<file path="src/rtl/pc_pkg.sv">
// Shared types and constants for the PC fetch sequencer slice.
package pc_pkg;

    typedef enum logic [1:0] {
        REQ  = 2'd0,
        WAIT = 2'd1,
        HOLD = 2'd2
    } fetchState_e;

    localparam int          INSTR_BYTES         = 4;
    localparam logic [31:0] DEFAULT_RESET_PC    = 32'h0000_0000;
    localparam logic [31:0] DEFAULT_TRAP_VECTOR = 32'h0000_0100;
    localparam logic [31:0] WORD_ALIGN_MASK     = 32'hFFFF_FFFC;

    // Clears the byte-offset bits so a redirect always lands on an instruction boundary.
    function automatic logic [31:0] alignAddr(input logic [31:0] addr);
        return addr & WORD_ALIGN_MASK;
    endfunction

endpackage

</file>
<file path="src/rtl/pc_fetch_sequencer_incr.sv">
// PC+4 incrementer; the sum wraps modulo 2^32 so the last word rolls over to zero.
module pc_incr
    import pc_pkg::*;
(
    input  logic [31:0] pc_i,
    output logic [31:0] pcPlus4_o
);

    assign pcPlus4_o = pc_i + 32'(INSTR_BYTES);

endmodule

</file>
<file path="src/rtl/pc_fetch_sequencer.sv">
// Program counter owner and single-outstanding instruction fetch sequencer.
// Optional build macro PC_MISALIGN_TRAP_EN: misaligned redirects go to TRAP_VECTOR
// and pulse misalignTrap; without it the low address bits are silently cleared.
module pc_fetch_sequencer
    import pc_pkg::*;
#(
    parameter logic [31:0] RESET_PC    = DEFAULT_RESET_PC,
    parameter logic [31:0] TRAP_VECTOR = DEFAULT_TRAP_VECTOR
) (
    input  logic        clock,
    input  logic        resetN,
    input  logic        stall,
    input  logic        redirectValid,
    input  logic [31:0] redirectTarget,
    output logic        imemReq,
    output logic [31:0] imemAddr,
    input  logic        imemGnt,
    input  logic        imemRspValid,
    input  logic [31:0] imemRspData,
    output logic        instrValid,
    output logic [31:0] instrData,
    output logic [31:0] instrPC,
    input  logic        instrReady,
    output logic        misalignTrap
);

    fetchState_e state_q, state_d;
    logic [31:0] pc_q, pc_d;
    logic        squash_q, squash_d;
    logic        instrValid_q, instrValid_d;
    logic [31:0] instrData_q, instrData_d;
    logic [31:0] instrPC_q, instrPC_d;
    logic [31:0] pcPlus4;
    logic [31:0] redirectAddr;
    logic        reqFire;

    pc_incr uIncr (
        .pc_i      (pc_q),
        .pcPlus4_o (pcPlus4)
    );

`ifdef PC_MISALIGN_TRAP_EN
    logic misaligned;
    logic trap_q, trap_d;

    assign misaligned   = (redirectTarget[1:0] != 2'b00);
    assign redirectAddr = misaligned ? TRAP_VECTOR : alignAddr(redirectTarget);
    assign trap_d       = redirectValid && misaligned;
    assign misalignTrap = trap_q;

    // One-cycle trap pulse registered from the redirect that caused it.
    always_ff @(posedge clock) begin
        if (!resetN) begin
            trap_q <= 1'b0;
        end else begin
            trap_q <= trap_d;
        end
    end
`else
    logic unusedTrapVector;

    assign unusedTrapVector = ^TRAP_VECTOR;
    assign redirectAddr     = alignAddr(redirectTarget);
    assign misalignTrap     = 1'b0;
`endif

    // Request is gated by reset so nothing is issued while reset is held.
    assign imemReq    = resetN && (state_q == REQ) && !stall;
    assign imemAddr   = pc_q;
    assign reqFire    = imemReq && imemGnt;
    assign instrValid = instrValid_q;
    assign instrData  = instrData_q;
    assign instrPC    = instrPC_q;

    // Next-state logic; a redirect outranks every other event in every state.
    always_comb begin
        state_d      = state_q;
        pc_d         = pc_q;
        squash_d     = squash_q;
        instrValid_d = instrValid_q;
        instrData_d  = instrData_q;
        instrPC_d    = instrPC_q;

        case (state_q)
            REQ: begin
                if (redirectValid) begin
                    pc_d = redirectAddr;
                    if (reqFire) begin
                        squash_d = 1'b1;
                        state_d  = WAIT;
                    end
                end else if (reqFire) begin
                    state_d = WAIT;
                end
            end
            WAIT: begin
                if (redirectValid) begin
                    pc_d = redirectAddr;
                    if (imemRspValid) begin
                        squash_d = 1'b0;
                        state_d  = REQ;
                    end else begin
                        squash_d = 1'b1;
                    end
                end else if (imemRspValid) begin
                    if (squash_q) begin
                        squash_d = 1'b0;
                        state_d  = REQ;
                    end else begin
                        instrData_d  = imemRspData;
                        instrPC_d    = pc_q;
                        pc_d         = pcPlus4;
                        instrValid_d = 1'b1;
                        state_d      = HOLD;
                    end
                end
            end
            HOLD: begin
                if (redirectValid) begin
                    instrValid_d = 1'b0;
                    pc_d         = redirectAddr;
                    state_d      = REQ;
                end else if (instrReady) begin
                    instrValid_d = 1'b0;
                    state_d      = REQ;
                end
            end
            default: begin
                state_d = REQ;
            end
        endcase
    end

    // State, PC and held-instruction registers with synchronous active-low reset.
    always_ff @(posedge clock) begin
        if (!resetN) begin
            state_q      <= REQ;
            pc_q         <= RESET_PC;
            squash_q     <= 1'b0;
            instrValid_q <= 1'b0;
            instrData_q  <= 32'h0;
            instrPC_q    <= 32'h0;
        end else begin
            state_q      <= state_d;
            pc_q         <= pc_d;
            squash_q     <= squash_d;
            instrValid_q <= instrValid_d;
            instrData_q  <= instrData_d;
            instrPC_q    <= instrPC_d;
        end
    end

endmodule
</file>
<file path="config.mk">
export PLATFORM = sky130hd
export DESIGN_NAME = pc_fetch_sequencer
export DESIGN_NICKNAME = d
export VERILOG_FILES = /design/src/rtl/pc_pkg.sv /design/src/rtl/pc_fetch_sequencer_incr.sv /design/src/rtl/pc_fetch_sequencer.sv
export SDC_FILE = /design/constraint.sdc
export NUM_CORES = 1
export LEC_CHECK = 0
export CAP_MARGIN = 20
export CELL_PAD_IN_SITES_DETAIL_PLACEMENT = 1
export CELL_PAD_IN_SITES_GLOBAL_PLACEMENT = 2
export CORE_ASPECT_RATIO = 0.8
export CORE_MARGIN = 2
export CORE_UTILIZATION = 41
export CTS_BUF_LIST = sky130_fd_sc_hd__clkbuf_8
export DETAILED_ROUTE_END_ITERATION = 10
export DONT_BUFFER_PORTS = 1
export PLACE_DENSITY_LB_ADDON = 0.2
export SLEW_MARGIN = 10
export SYNTH_ARGS = -nofsm -noshare
export SYNTH_HDL_FRONTEND = slang
export SYNTH_HIERARCHICAL = 1
export SYNTH_SLANG_ARGS = --single-unit
</file>
<file path="constraint.sdc">
create_clock -name clock -period 5.9 [get_ports clock]
set_input_delay 1.18 -clock clock [delete_from_list [all_inputs] [get_ports clock]]
set_output_delay 1.18 -clock clock [all_outputs]
set_load 0.005 [all_outputs]
</file>
; ---- After elaboration in Yosys (flattened, before gate mapping)
; Cells that the tools add are included.
[classes]
n_addsub = 1
n_eq_ne = 11
mux = 25
bitwise_logic = 2
n_reduce_logical = 14
[ops]
columns = op, count
row1 = $mux 32, 4
row2 = $pmux 32 s2, 1
row3 = $add 32x3->32 const B, 1
row4 = $mux 2, 7
row5 = $reduce_and 4->1, 3
row6 = $mux 1, 10
row7 = $ne 2x2->1 const B, 5
row8 = $ne 3x3->1 const B, 3
row9 = $pmux 2 s3, 1
row10 = $reduce_bool 2->1, 3
row11 = $reduce_and 5->1, 1
row12 = $pmux 1 s2, 2
row13 = $logic_and 1x1->1, 3
row14 = $reduce_and 3->1, 1
row15 = $eq 2x1->1 const B, 1
row16 = $eq 2x2->1 const B, 1
row17 = $logic_not 2->1, 1
row18 = $ne 2x1->1 const B, 1
row19 = $not 1->1, 2
row20 = $reduce_or 2->1, 1
row21 = $logic_not 1->1, 1
[totals]
reg_bits = 100
inputBits = 71
out_inout_bits = 99
word_cells = 59

; ---- Depth between registers and ports, before layout
; Gate-level depths: netlist of the first run.
[logic_depth]
ltp_word = 7
ltp_mapped = 8
depth_no_buf = 7

; ---- Hierarchy
; Netlist of the first run, hierarchy kept.
[modules_own_cells]
columns = module, instances, cells_per_inst, area_each_um2, seq_area_each_um2
row1 = pc_fetch_sequencer, 1, 475, 4424.2, 2001.9
row2 = pc_incr, 1, 86, 608.1, 0.0

; ---- Worst setup path after synthesis of the first run
; Ideal clock, no wire load.
[synth_timing]
path_kind = in2out
start = input port resetN
end = output port imemReq
arrival_time_ns = 1.398
required_time_ns = 4.720
slack_ns = 3.322
path_stages = 2
path_buffers = 0
path_cell_list = nand2b_1 -> nor3_1
[synth_via]
elab_chain_cells = 2
[synth_lines]
columns = item, line
row1 = "start, declared", pc_fetch_sequencer.sv:11  ; input logic resetN,
row2 = $logic_and 1x1->1 (2 in a row), pc_fetch_sequencer.sv:68  ; assign imemReq = resetN && (state_q == REQ) && !stall;
row3 = "end, declared", pc_fetch_sequencer.sv:15  ; output logic imemReq,
; Every way passes these cells.

; ---- Worst setup path after layout of the first run
[layout_timing]
start = register pc_q[2] (netlist: imemAddr[2])
end = register pc_q[26] (netlist: imemAddr[26])
[layout_via]
elab_chain_cells = 5
[layout_lines]
columns = item, line
row1 = "start, declared", pc_fetch_sequencer.sv:28  ; logic [31:0] pc_q, pc_d;
row2 = "start signal, assigned", pc_fetch_sequencer.sv:145  ; pc_q <= pc_d;
row3 = $add 32x3->32, pc_fetch_sequencer_incr.sv:9  ; assign pcPlus4_o = pc_i + 32'(INSTR_BYTES);
row4 = net pcPlus4[26], pc_fetch_sequencer.sv:33  ; logic [31:0] pcPlus4;
row5 = $mux 32, pc_fetch_sequencer.sv:106  ; if (squash_q) begin
row6 = $mux 32, pc_fetch_sequencer.sv:105  ; end else if (imemRspValid) begin
row7 = $mux 32, pc_fetch_sequencer.sv:97  ; if (redirectValid) begin
row8 = $pmux 32 s2, pc_fetch_sequencer.sv:84  ; case (state_q)
; The timed path passes the listed nets, and every way through them passes these cells. The select of a mux whose other input is x is not followed.
; A chain may end at the register's enable or synchronous reset.

==> impl_metrics.yaml, run 1 <==
outcome:
  status: "completed"
place:
  hpwlAfterDp_um: 9399
  gp_congestion: 0.7224
  place_ws_ns: 3.111
  placed_cells: 659
  portBuffers: 0
worst_setup_path:
  crit_type: "flip-flop to flip-flop"
  cp_cell_sequence: "ha_1, and3_1, nand4_1, nor3_1, xor2_1, mux2i_1, a211oi_2"
  cp.buffers_inverters: 0
  crit_family: "simple AND/OR/NAND/NOR gates"
  crit_cells: 7
  max_stage_delay_ns: 0.51
  worstSetupStartpoint: "imemAddr[2]"
  crit_path_top_delay_cell: "dfxtp_1"
  end_kind: "flip-flop"
  crit_path_start_kind: "flip-flop"
  reg2reg_to: "imemAddr[26]"
  crit_required_ns: 6.21
  critical_path_arrival_ns: 2.92
  reg2reg_setup_slack_ns: 3.28
  worstReg2RegStart: "imemAddr[2]"
  timing.critical_path.to: "imemAddr[26]"
  ff2ff_path_depth: 7
  worstPathMaxFanout: 8
cells_and_area:
  fin_cells: 676
  drive_above_1_share: 0.1317
  final_nets: 591
  syn_to_final_growth_pct: 2.785
  antenna_cells: 0
floorplanning:
  die_x_um: 127.9
  initial_core_util: 0.4169
  core-area_um2: 12070
  die_h_um: 103.1
  num_rows: 36
  dieArea_um2: 13180
  pin_count: 170
drt:
  ant_nets: 0
  wl_per_cell_um: 21.36
  vias: 4143
  drt-total-wl_um: 14440
  drt_pre_antenna_iters: 4
  drt_iter0_drc: 162
  drc: 0
  viasPerCell: 6.129
logic_synthesis:
  synthTopCellsByArea: "dfxtp_1, a211oi_2, nand3_1"
  synth.yosys.seq_area_share: 0.3978
  synth_top_area_share: 0.3978
  synth_area_um2: 5032
  ys_ff_latch: 100
  ys_types: 46
  synth_common_cells: "dfxtp_1, nand3_1, a21oi_1"
  synth_top_flop_cell: "dfxtp_1"
  synth_most_common_cell: "dfxtp_1"
  ys_warn_count: 6
  syn_nets: 633
  ys_async_sr_fraction: 0
  synthCells: 561
  avgSynthCellArea_um2: 8.970
  synth_top_cell_by_area: "dfxtp_1"
  synth_edf_count: 0
sta:
  slew_viol_final: 0
  fin_tns_setup_ns: 0
  clock_skew_ns: 0.006322
  hold_slack_ns: 0.4995
  hold_violations: 0
  max_slew_margin: 0.3239
  fin_ws_ns: 3.282
  rsz0062_at_grt: "no"
  period_share: 0.4437
  tightestPinTransition_ns: 1.014
  max_freq_ghz: 0.3820
  finalSetupViolations: 0
  min_period_ns: 2.618
cts:
  htreeDepth: 3
  cts_buffers: 9
  ctsResizeCount: 0
  path_clk_slew_ns: 0.10
  insertion_delay_ns: 0.38
  cts_root_buffer: "clkbuf_8"
  clock-sinks: 100
  cts_setup_buffers: 0
  cts_tree: "yes"
  cts.path.max_buffers: 2
  cts_hold_buf: 0
min_path:
  hold_path_class: "flip-flop to flip-flop"
  hold_depth: 2
global_route:
  grt_pass1_wl_um: 21920
  grt-ovfl-total: 0
  grt_pass1_vias: 4082
  grt_start_max_net_pins: 69
  antenna_found_initial: 0
  grt_use_total: 0.2141
flow_run:
  drv_cap: 0
power_and_ir_drop:
  p_leak_nw: 1.848
  ir_worst_vdd_uv: 183.4
  power_density_nw_per_um2: 261.5
-- layout make-up --
type,count,area [um2]
Multi-Input combinational cell,390,2623
Clock inverter,6,62.56
Timing Repair Buffer,9,120.1
Tap cell,152,190.2
Clock buffer,10,137.6
Fill cell,1403,6899
Sequential cell,100,2003
Inverter,9,36.28
-- metal layers --
layer,GRT usage,vias up,share of wire
met5,0,-,0
met4,0.07016,0,0.016
met3,0.07421,14,0.063
met2,0.3488,112,0.47
met1,0.2683,2049,0.45
li1,-,1968,-
-- through the flow --
step / area [um2] / utilization / power [mW]
global route: 5172 / 0.4285 / 1.422
CTS: 5145 / 0.4262 / 1.372
detailed placement: 4945 / 0.4096 / 0.9139
finish: 5172 / 0.4285 / 1.353
floorplan: 5032 / - / 0.8787
global placement: 4897 / 0.4057 / 0.9061
-- worst min path at each step --
stage             startpoint             to  slack (ns)
6_report         instrPC[25]    instrPC[25]        0.50
5_1_grt         instrData[0]   instrData[0]        0.53
4_1_cts          instrPC[25]    instrPC[25]        0.50
3_5_place_dp     instrPC[25]    instrPC[25]        0.49
3_3_place_gp     instrPC[24]    instrPC[24]        0.48
2_1_floorplan  instrData[26]  instrData[26]        0.47
-- cell usage in the layout, fill, tap and decap left out, types with 9 or more instances in the layout --
| cell type | count |
|---|---|
| xnor2_1 | 14 |
| dfxtp_1 | 99 |
| o21ai_0 | 65 |
| nor2_1 | 9 |
| mux2i_1 | 31 |
| xor2_1 | 14 |
| a31oi_1 | 30 |
| a21oi_1 | 66 |
| a211oi_2 | 30 |
| clkbuf_8 | 10 |
| nand3_1 | 73 |
| nor3_1 | 10 |
-- worst register-to-register path: cells and delay by family, from the launching register on --
family / cells / cell delay, ns
compound gates: 1 / 0.24
flops: 1 / 0.51
simple gates: 3 / 1.29
xor+xnor: 1 / 0.19
mux: 1 / 0.10
fa+ha+maj: 1 / 0.24
-- cells by family after synthesis --
logic type | after synthesis | share of synthesized area
flops | 100 | 0.3978
simple gates | 129 | 0.1487
buf+inv | 71 | 0.08254
compound gates | 200 | 0.2573
mux | 31 | 0.06166
other cells | 1 | 0.0007452
xor+xnor | 28 | 0.04873
fa+ha+maj | 1 | 0.002486
-- report_power, final --
group | total (mW) | internal (mW) | leakage (nW) | switching [mW]
Clock | 0.454 | 0.208 | 0.106 | 0.246
Sequential | 0.748 | 0.700 | 0.815 | 0.0481
Combinational | 0.151 | 0.0586 | 0.927 | 0.0924
Total | 1.35 | 0.966 | 1.85 | 0.386
-- state kept, by name, indices dropped and copies added, names as in the netlist --
register / flops
imemAddr: 32
instrPC: 32
instrData: 32
instrValid: 1
state_q: 2
squash_q: 1
Power figures use the tool's default switching activity.
==> run 2, diff against run 1 <==
CORE_UTILIZATION = 34   (was 41)
clock period = 2.4 ns   (was 5.9 ns; I/O delays follow)
==> run 2 against run 1 <==
Net effect:
- the run now ends with DRC left
- routed wire length grew 12%
- critical path depth fell by 1
- die area increased by 20%
- critical path type unchanged
- largest power group unchanged
==> impl_metrics.yaml, run 2 (synthesis gave the netlist of run 1 again) <==
outcome:
  violations: "DRC"
  status: "finished, violations left"
place:
  gp_congestion: 0.7701
  hpwlAfterDp_um: 10620
  placed_cells: 719
  portBuffers: 0
global_route:
  grt_pass1_wl_um: 25530
  grt_start_max_net_pins: 49
  grt-ovfl-total: 0
  grt_use_total: 0.2053
  antenna_found_initial: 1
  grt_pass1_vias: 4510
cells_and_area:
  final_cell_mix: "dfxtp_1, nand3_1, a21oi_1, o21ai_0"
  final_common_cell: "dfxtp_1"
  drive_above_1_share: 0.1742
  final_nets: 618
  antenna_cells: 0
  syn_to_final_growth_pct: 8.155
  post-route-util: 0.3781
  fin_cells: 735
cts:
  cts.path.max_buffers: 2
  htreeDepth: 3
  cts_buffers: 9
  ctsResizeCount: 0
  cts_setup_buffers: 0
  cts_tree: "yes"
  path_clk_slew_ns: 0.11
  cts_hold_buf: 0
  cts_root_buffer: "clkbuf_8"
  clock-sinks: 100
  insertion_delay_ns: 0.37
floorplanning:
  die_h_um: 112.8
  core-area_um2: 14400
  pin_count: 170
  dieArea_um2: 15800
  initial_core_util: 0.3496
  num_rows: 39
  die_x_um: 140.0
min_path:
  hold_end: "state_q[1]"
  hold_path_class: "input port to flip-flop"
  hold_depth: 1
  min-delay-start: "resetN"
worst_setup_path:
  crit_required_ns: 2.69
  crit_type: "flip-flop to flip-flop"
  cp_cell_sequence: "and4_1, nand4_2, nor4_4, xor2_1, mux2i_1, a211oi_2"
  reg2reg_to: "imemAddr[31]"
  end_kind: "flip-flop"
  ff2ff_path_depth: 6
  cp.buffers_inverters: 0
  worstReg2RegStart: "imemAddr[2]"
  critical_path_arrival_ns: 2.43
  crit_path_start_kind: "flip-flop"
  reg2reg_setup_slack_ns: 0.25
  worstPathMaxFanout: 9
  crit_path_top_delay_cell: "nand4_2"
  crit_family: "simple AND/OR/NAND/NOR gates"
  max_stage_delay_ns: 0.45
drt:
  vias: 4291
  drt_iter0_drc: 236
  wl_per_cell_um: 21.92
  drt_pre_antenna_iters: 7
  ant_nets: 0
  viasPerCell: 5.838
  drt-total-wl_um: 16110
  drc: 10
sta:
  rsz0062_at_grt: "no"
  max_freq_ghz: 0.4662
  clock_skew_ns: 0.01377
  min_period_ns: 2.145
  finalSetupViolations: 0
  tightestPinTransition_ns: 0.5665
  fin_tns_setup_ns: 0
  hold_violations: 0
  period_share: 0.8938
  slew_viol_final: 0
  max_slew_margin: 0.6218
power_and_ir_drop:
  p_leak_nw: 1.979
  ir_worst_vdd_uv: 233.8
  power_density_nw_per_um2: 630.1
flow_run:
  drv_cap: 0
run 2: per-stage QoR:
stage	worst slack [ns]	power [mW]	hold slack [ns]	area (um2)
after global routing	0.1054	3.592	0.1878	5443
after global placement	0.3089	2.298	0.4803	5236
after floorplan	0.4145	2.160	0.4701	5032
final	0.2549	3.429	0.2212	5443
after CTS	0.2794	3.483	0.1928	5443
after detailed placement	0.3147	2.317	0.4889	5236
run 2: how the worst max path moves through the flow:
| stage | cells after the start | startpoint | endpoint |
|---|---|---|---|
| after floorplan | 8 | imemAddr[2] | imemAddr[26] |
| after global placement | 6 | imemAddr[2] | imemAddr[31] |
| after detailed placement | 6 | imemAddr[2] | imemAddr[31] |
| after CTS | 6 | imemAddr[2] | imemAddr[31] |
| after global routing | 6 | imemAddr[2] | imemAddr[29] |
| final | 6 | imemAddr[2] | imemAddr[31] |
run 2: report_power, final:
group          switching, mW  internal (mW)  leakage, nW
Sequential            0.0737           1.72        0.815
Clock                  0.634          0.521        0.104
Combinational          0.292          0.188         1.06
Total                  0.999           2.43         1.98
run 2: area by class of cell:
cell class | count | area, um2
Clock buffer | 10 | 137.6
Clock inverter | 6 | 68.82
Fill cell | 1665 | 8952
Inverter | 9 | 36.28
Multi-Input combinational cell | 390 | 2634
Sequential cell | 100 | 2003
Tap cell | 184 | 230.2
Timing Repair Buffer | 36 | 332.8
run 2: per-layer routing:
layer  vias up  GRT usage  wire length [um]
li1       2025          -                 -
met1      2125     0.2698              7102
met2       123     0.3323              7697
met3        16    0.05967              1144
met4         2    0.05522               153
met5         -          0                13
run 2: worst register-to-register path, delay by kind of cell (launching register included):
family	cells	cell delay, ns
flip-flops	1	0.37
AND/OR/NAND/NOR	3	1.23
multiplexers	1	0.09
AO/OA/AOI/OAI	1	0.20
XOR/XNOR	1	0.17
==> run 3, diff against run 2 <==
CORE_UTILIZATION = 32   (was 34)
RECOVER_POWER = 50   (was not set)
SYNTH_HIERARCHICAL = not set   (was 1)
==> run 3 against run 2 <==
Net effect:
- the run now ends clean
- setup slack improved by 0.094 ns
- fmax grew 4.6%
- non-clock buffer count decreased by 11
- design area decreased by 13%
- global-route usage shrank 0.33 points
- register-to-register slack gained 0.09 ns
- largest power group unchanged
- highest routed layer is now met4
==> impl_metrics.yaml, run 3 <==
sta:
  rsz0062_at_grt: "no"
  min_period_ns: 2.051
  tightestPinTransition_ns: 0.7483
  hold_violations: 0
  slew_viol_final: 0
  max_slew_margin: 0.5011
  period_share: 0.8547
  clock_skew_ns: 0.007208
  fin_tns_setup_ns: 0
  finalSetupViolations: 0
  max_freq_ghz: 0.4875
cts:
  ctsResizeCount: 0
  cts_root_buffer: "clkbuf_8"
  clock-sinks: 96
  htreeDepth: 3
  cts_tree: "yes"
  cts_hold_buf: 0
  insertion_delay_ns: 0.37
  cts_buffers: 9
  path_clk_slew_ns: 0.09
  cts_setup_buffers: 0
  cts.path.max_buffers: 2
drt:
  drc: 0
  vias: 4095
  drt_iter0_drc: 209
  wl_per_cell_um: 19.73
  drt_pre_antenna_iters: 4
  viasPerCell: 5.511
  ant_nets: 0
  drt-total-wl_um: 14660
worst_setup_path:
  crit_path_top_delay_cell: "or3_2"
  timing.critical_path.to: "imemAddr[27]"
  crit_path_start_kind: "flip-flop"
  reg2reg_setup_slack_ns: 0.35
  critical_path_arrival_ns: 2.35
  crit_family: "simple AND/OR/NAND/NOR gates"
  worstPathMaxFanout: 12
  crit_cells: 5
  end_kind: "flip-flop"
  crit_type: "flip-flop to flip-flop"
  worstSetupStartpoint: "state_q[0]"
  cp.buffers_inverters: 0
  max_stage_delay_ns: 0.63
  ff2ff_path_depth: 5
  worstReg2RegStart: "state_q[0]"
  crit_required_ns: 2.70
  reg2reg_to: "imemAddr[27]"
  cp_cell_sequence: "nand2b_4, or3_2, or3_1, mux2_2, o21ai_0"
power_and_ir_drop:
  p_leak_nw: 1.575
  power_density_nw_per_um2: 654.0
  ir_worst_vdd_uv: 403.8
global_route:
  grt_start_max_net_pins: 53
  grt_pass1_wl_um: 22770
  antenna_found_initial: 0
  grt-ovfl-total: 0
  grt_pass1_vias: 4100
  grt_use_total: 0.2020
logic_synthesis:
  ys_async_sr_fraction: 0
  synth_most_common_cell: "nand2_1"
  synth_top_cell_by_area: "dfxtp_1"
  synthCells: 567
  avgSynthCellArea_um2: 7.653
  synth.yosys.seq_area_share: 0.4429
  ys_types: 57
  synth_edf_count: 0
  synth_top_area_share: 0.4429
  synth_common_cells: "nand2_1, dfxtp_1, a21oi_1"
  synthTopCellsByArea: "dfxtp_1, nand2_1, a21oi_1"
  ys_ff_latch: 96
  ys_warn_count: 0
  synth_top_flop_cell: "dfxtp_1"
  synth_area_um2: 4339
floorplanning:
  die_h_um: 108.2
  core-area_um2: 13410
  dieArea_um2: 14510
  pin_count: 170
  initial_core_util: 0.3236
  die_x_um: 134.2
  num_rows: 38
min_path:
  hold_path_class: "input port to flip-flop"
cells_and_area:
  final_nets: 630
  fill_cells: 1665
  largest_reg_flops: 32
  final_cell_mix: "nand2_1, dfxtp_1, a21oi_1, nor2_1, nand3_1"
  syn_to_final_growth_pct: 9.660
  fin_cells: 743
  drive_above_1_share: 0.07815
  antenna_cells: 0
  final_common_cell: "nand2_1"
place:
  gp_congestion: 0.7836
  hpwlAfterDp_um: 10240
  portBuffers: 0
  placed_cells: 727
flow_run:
  drv_cap: 0
outcome:
  status: "completed"
[run 3: worst register-to-register path: cells and delay by family (launching register included)]
kind            cells  cell delay, ns
flops               1            0.57
compound gates      1            0.07
simple gates        3            1.07
mux                 1            0.27
[run 3: cell type report]
type / instances / area, um2 / area share
multi-input combinational: 421 / 2197 / 0.4617
sequential: 96 / 1922 / 0.4039
tap: 180 / 225.2 / 0.04733
timing repair buffer: 25 / 182.7 / 0.03839
clock buffer: 9 / 123.9 / 0.02603
clock inverter: 7 / 88.84 / 0.01867
inverter: 5 / 18.77 / 0.003944
[run 3: worst min-delay path by stage]
stage                       start           end  slack [ns]  depth (start not counted)
floorplan            instrData[0]  instrData[0]        0.45                          2
global placement       instrPC[5]    instrPC[5]        0.46                          2
detailed placement     instrPC[5]    instrPC[5]        0.47                          2
CTS                 redirectValid    state_q[1]        0.16                          1
global route        redirectValid    state_q[1]        0.15                          1
finish              redirectValid    state_q[1]        0.18                          1
[run 3: report_power, final]
part	total, mW	switching [mW]	internal [mW]
combinational	0.237	0.150	0.0876
clock	1.16	0.579	0.580
sequential	1.72	0.0757	1.64
[run 3: logic make-up after synthesis]
group                      count (synthesis)  share of synthesized area
and+or+nand+nor                          264                     0.2837
AOI/OAI and AO/OA                        149                     0.2082
DFF                                       96                     0.4429
buffers and inverters                     54                    0.05652
muxes                                      2                   0.004902
adders and majority gates                  1                   0.002883
other                                      1                  0.0008642
[run 3: through the flow]
stage	power, mW	setup WS (ns)	instance area [um2]	util	hold slack [ns]
5_1_grt	3.280	0.1821	4758	0.3549	0.1511
3_5_place_dp	2.002	0.3610	4576	0.3413	0.4709
4_1_cts	3.182	0.3343	4788	0.3571	0.1573
3_3_place_gp	1.994	0.4100	4576	0.3413	0.4639
6_report	3.112	0.3487	4758	0.3549	0.1812
2_1_floorplan	1.916	0.4220	4354	-	0.4527
[run 3: per-layer routing]
layer  track usage  vias up  wire length, um
met5             0        -                0
met4       0.04511        0               97
met3       0.07876        7             1226
met2        0.3291      117             6727
met1        0.2540     2011             6606
li1              -     1960                -
